## src/rtl/lfsr_result_sequencer.sv

```systemverilog
// Sequencer that requests numbered results from an external pseudo-random
// generator, converts each result to BCD serially and emits it with a hold gap.
module lfsr_result_sequencer #(
  parameter int TIMEOUT = 16,
  parameter int HOLD    = 4
) (
  input  logic        clk,
  input  logic        rst_n,
  input  logic        go,
  input  logic [7:0]  last_seq,
  output logic        gen_start,
  output logic [7:0]  gen_seq_num,
  input  logic        gen_busy,
  input  logic [7:0]  gen_num,
  output logic [7:0]  result,
  output logic [11:0] bcd,
  output logic        result_valid,
  output logic        running,
  output logic        timeout_err
);

  localparam int CNT_MAX = (TIMEOUT > HOLD) ? TIMEOUT : HOLD;
  localparam int CW      = (CNT_MAX < 2) ? 1 : $clog2(CNT_MAX + 1);

  typedef enum logic [2:0] {
    IDLE,
    REQ,
    WAIT_BUSY,
    WAIT_DONE,
    CONVERT,
    EMIT,
    HOLD_ST
  } state_t;

  state_t         state;
  logic [7:0]     seq_idx;
  logic [7:0]     last_cap;
  logic [7:0]     cap;
  logic [19:0]    work;
  logic [19:0]    work_next;
  logic [2:0]     bit_cnt;
  logic [CW-1:0]  cnt;

  // One shift-add-3 step on {hundreds, tens, ones, binary}: correct each
  // BCD digit that would overflow on doubling, then shift the whole word left.
  function automatic logic [19:0] bcd_step(input logic [19:0] w);
    logic [19:0] a;
    a = w;
    for (int d = 0; d < 3; d++) begin
      if (a[8+4*d +: 4] >= 4'd5) a[8+4*d +: 4] = a[8+4*d +: 4] + 4'd3;
    end
    return {a[18:0], 1'b0};
  endfunction

  assign work_next = bcd_step(work);

  always_ff @(posedge clk or negedge rst_n) begin
    if (!rst_n) begin
      state        <= IDLE;
      gen_start    <= 1'b0;
      gen_seq_num  <= 8'd0;
      result       <= 8'd0;
      bcd          <= 12'd0;
      result_valid <= 1'b0;
      running      <= 1'b0;
      timeout_err  <= 1'b0;
      seq_idx      <= 8'd0;
      last_cap     <= 8'd0;
      cap          <= 8'd0;
      work         <= 20'd0;
      bit_cnt      <= 3'd0;
      cnt          <= '0;
    end else begin
      // NOTE: pulse outputs default low every cycle with non-blocking
      // assignments; the state that wants a pulse overrides it below.
      gen_start    <= 1'b0;
      result_valid <= 1'b0;

      case (state)
        IDLE: begin
          if (go) begin
            last_cap    <= last_seq;
            seq_idx     <= 8'd0;
            gen_seq_num <= 8'd0;
            timeout_err <= 1'b0;
            running     <= 1'b1;
            gen_start   <= 1'b1;
            state       <= REQ;
          end
        end

        REQ: begin
          cnt   <= '0;
          state <= WAIT_BUSY;
        end

        WAIT_BUSY: begin
          if (gen_busy) begin
            state <= WAIT_DONE;
          end else if (cnt == CW'(TIMEOUT - 1)) begin
            timeout_err <= 1'b1;
            running     <= 1'b0;
            state       <= IDLE;
          end else begin
            cnt <= cnt + 1'b1;
          end
        end

        WAIT_DONE: begin
          if (!gen_busy) begin
            cap     <= gen_num;
            work    <= {12'd0, gen_num};
            bit_cnt <= 3'd0;
            state   <= CONVERT;
          end
        end

        CONVERT: begin
          work    <= work_next;
          bit_cnt <= bit_cnt + 3'd1;
          // The eighth step lands directly in the output registers so that
          // result, bcd and result_valid all appear in the EMIT cycle.
          if (bit_cnt == 3'd7) begin
            result       <= cap;
            bcd          <= work_next[19:8];
            result_valid <= 1'b1;
            state        <= EMIT;
          end
        end

        EMIT: begin
          cnt   <= '0;
          state <= HOLD_ST;
        end

        HOLD_ST: begin
          if (cnt == CW'(HOLD - 1)) begin
            if (seq_idx == last_cap) begin
              running <= 1'b0;
              state   <= IDLE;
            end else begin
              seq_idx     <= seq_idx + 8'd1;
              gen_seq_num <= seq_idx + 8'd1;
              gen_start   <= 1'b1;
              state       <= REQ;
            end
          end else begin
            cnt <= cnt + 1'b1;
          end
        end

        default: state <= IDLE;
      endcase
    end
  end

endmodule

```

## config.mk

```make
export PLATFORM = sky130hd
export DESIGN_NAME = lfsr_result_sequencer
export DESIGN_NICKNAME = d
export VERILOG_FILES = /design/src/rtl/lfsr_result_sequencer.sv
export SDC_FILE = /design/constraint.sdc
export NUM_CORES = 1
export LEC_CHECK = 0
export BUFFER_PORTS_ARGS = -buffer_cell sky130_fd_sc_hd__buf_2
export CAP_MARGIN = 15
export CORE_MARGIN = 1
export CORE_UTILIZATION = 49
export CTS_BUF_LIST = sky130_fd_sc_hd__clkbuf_16
export DETAILED_ROUTE_END_ITERATION = 16
export PLACE_DENSITY_LB_ADDON = 0.1
export SLEW_MARGIN = 15
export SYNTH_ARGS = -nofsm -noshare
export SYNTH_HDL_FRONTEND = slang
export SYNTH_SLANG_ARGS = --single-unit
```

## constraint.sdc

```tcl
create_clock -name clk -period 2.55 [get_ports clk]
set_clock_uncertainty 0.2 [all_clocks]
set_input_delay 0.51 -clock clk [delete_from_list [all_inputs] [get_ports clk]]
set_output_delay 0.51 -clock clk [all_outputs]
set_load 0.01 [all_outputs]
```

==> qor.yml <==
yosys:
  syn-num-nets: 407
  synthTopCellsByArea: "dfrtp_1 (54%), nand2_1 (10%), ha_1 (3.7%)"
  synth.cell_area_um2: 3680
  async_reset_ff_frac: 1.00
  ys_seq_area_frac: 0.537
  ys_types: 43
  netlist.top_cell.by_area: "dfrtp_1"
  yosysTopAreaCellShare: 0.537
  yosys.cell_count.top_type: "nand2_1"
  syn-instance-count: 376
  synthFlopType: "dfrtp_1"
  ys_ff_latch: 79
  ys_top_cells_by_count: "nand2_1 (100), dfrtp_1 (79), o21ai_0 (27)"
  synth_warnings: 0
  synth-edff-count: 0
  syn_area_per_cell_um2: 9.79
power_and_ir_drop:
  leakage_nw: 2.26
  ir_drop_uv: 513
  p_seq_frac: 0.405
  power.total_mw: 4.66
  pwr-share-comb: 0.294
  p_sw_frac: 0.341
  power_per_cell_area_nw_per_um2: 1050
  p_clk_frac: 0.302
  p_sw_mw: 1.59
  internal_power_mw: 3.07
final_layout:
  final_cell_count_no_fill: 539
  utilization: 0.610
  antennaDiodeCount: 0
  num-fill-cells: 634
  nets: 466
  fin_area_um2: 4430
  syn_to_final_growth_pct: 20.3
  post_route_cells_drive_above_1_share: 0.220
sta:
  max-slew-margin-rel: 0.577
  max_freq_mhz: 439
  timing.hold.ws_ns: 0.167
  rsz0062_at_grt: "false"
  tns_ns: 0
  setup_viol: 0
  worst_slew_pin_slew_ns: 0.634
  layout_setup_ws_ns: 0.274
  maxSlewViolCount: 0
  period_minus_slack_ns: 2.28
  final-hold-violation-count: 0
  period_share: 0.892
routing:
  ant_nets: 0
  drc_errors: 0
  vias: 2797
  wl_met3_um: 226
  wl_per_cell_um: 13.3
  viasPerCell: 5.19
  route.met2.wl_um: 3360
  drt_iter0_drc: 86
  topRoutingLayerUsed: "met4"
  firstDrtPassIters: 4
  drt-total-wl_um: 7190
  met1_length_um: 3540
setup_path:
  worst_setup_path_end_kind: "flop"
  critPathLaunchType: "flop"
  critical_path_class: "reg2reg"
  required_ns: 2.56
  worstPathArrival_ns: 2.28
  crit_fanout: 6
die:
  start_util: 0.507
  fp.dieH_um: 88.7
  dieArea_um2: 7860
  die_w_um: 88.7
  core_area_um2: 7250
  rows: 31
  io_pins: 52
run_status:
  status: "finished, final reports clean"
cts:
  clk_path_buf_depth: 2
  numClockSinks: 79
  cts_resized: 0
  cts_tree: "done"
  insertion_delay_ns: 0.33
  cts-buffers-inserted: 9
  htreeDepth: 3
  cts_root_buf: "clkbuf_16"
  clk_pin_slew_ns: 0.06
global_routing:
  grt_pass1_wl_um: 12200
  grt_usage: 0.200
  grt_pass1_vias: 2694
  grt_max_degree: 42
  grt-ovfl-total: 0
  antenna_found_initial: 0
job:
  cap_violations: 0
place:
  post-place-ws_ns: 0.317
  place_inst: 522
  hpwl_um: 4880
  portBuffers: 51
  gp_congestion: 0.824
  placed_area_um2: 4090
worst_hold_path:
  hold_class: "in2reg"
[flip-flops by register name, summed over array words and instances, names as in the netlist]
register / flops
work: 20
result_valid: 1
seq_idx: 8
running: 1
cnt: 5
result: 8
timeout_err: 1
bcd: 12
state: 3
cap: 8
bit_cnt: 3
gen_start: 1
last_cap: 8
[logic make-up after synthesis]
group,after synthesis,synth area share
adder cells (fa/ha/maj),11,0.0374
buffers and inverters,27,0.0286
multiplexers,14,0.0415
XOR/XNOR,13,0.0309
flip-flops,79,0.537
AND/OR/NAND/NOR,159,0.197
AO/OA/AOI/OAI,73,0.128
[cells in the final DEF, fill, tap and decap left out, types with 10 or more instances in the layout]
cell type / synthesis / routed
buf_2: 3 / 50
o21ai_0: 27 / 27
ha_1: 11 / 11
buf_4: 0 / 12
mux2_2: 10 / 10
dfrtp_1: 79 / 79
nor2_1: 13 / 13
inv_1: 12 / 12
nand2_1: 100 / 100
a21oi_1: 14 / 14
xnor2_1: 12 / 12
[power by group through the flow]
| stage | combinational [mW] | clock (mW) | sequential, mW |
|---|---|---|---|
| CTS | 1.38 | 1.43 | 1.89 |
| finish | 1.37 | 1.40 | 1.88 |
| global placement | 1.33 | 0 | 1.89 |
| floorplan | 1.03 | 0 | 1.85 |
| detailed placement | 1.37 | 0 | 1.90 |
| global route | 1.57 | 1.49 | 1.94 |
[timing repair]
item | in CTS | in global routing
buffers inserted | 0 | 0
endpoints found under the hold margin | 38 | 0
hold buffers | 1 | 0
[cell type report]
| type | count | area (µm²) | share of cell area |
|---|---|---|---|
| Clock buffer | 9 | 225 | 0.0509 |
| Clock inverter | 7 | 103 | 0.0232 |
| Inverter | 12 | 45.0 | 0.0102 |
| Multi-Input combinational cell | 270 | 1600 | 0.362 |
| Sequential cell | 79 | 1980 | 0.447 |
| Tap cell | 99 | 124 | 0.0280 |
| Timing Repair Buffer | 63 | 350 | 0.0791 |
[final timing paths]
kind / cells past startpoint / slack (ns) / endpoint / from
min reg2reg: 2 / 0.27 / bcd[2]$_DFFE_PN0P_ / bcd[2]$_DFFE_PN0P_
min in group asynchronous: 2 / 0.48 / last_cap[0]$_DFFE_PN0N_ / rst_n
max reg2reg: 8 / 0.27 / cnt[3]$_DFFE_PN0P_ / cnt[0]$_DFFE_PN0P_
max: 8 / 0.27 / cnt[3]$_DFFE_PN0P_ / cnt[0]$_DFFE_PN0P_
max in group asynchronous: 3 / 1.04 / state[1]$_DFFE_PN0P_ / rst_n
min: 3 / 0.17 / last_cap[4]$_DFFE_PN0N_ / last_seq[4]
[routing by layer]
metal  up-vias  global-route usage
met5         -                   0
met1      1328               0.265
li1       1407                   -
met4         0              0.0718
met3         7              0.0354
met2        55               0.329
[critical path, cell delays in order, from the launching register on]
cell and delay, ns:
dfrtp_1 0.41, ha_1 0.24, and3_2 0.21, ha_1 0.22
nor3_1 0.14, a21oi_1 0.06, nor2_1 0.34, nand4_1 0.18
mux2i_1 0.15
(Power assumes the default switching activity.)
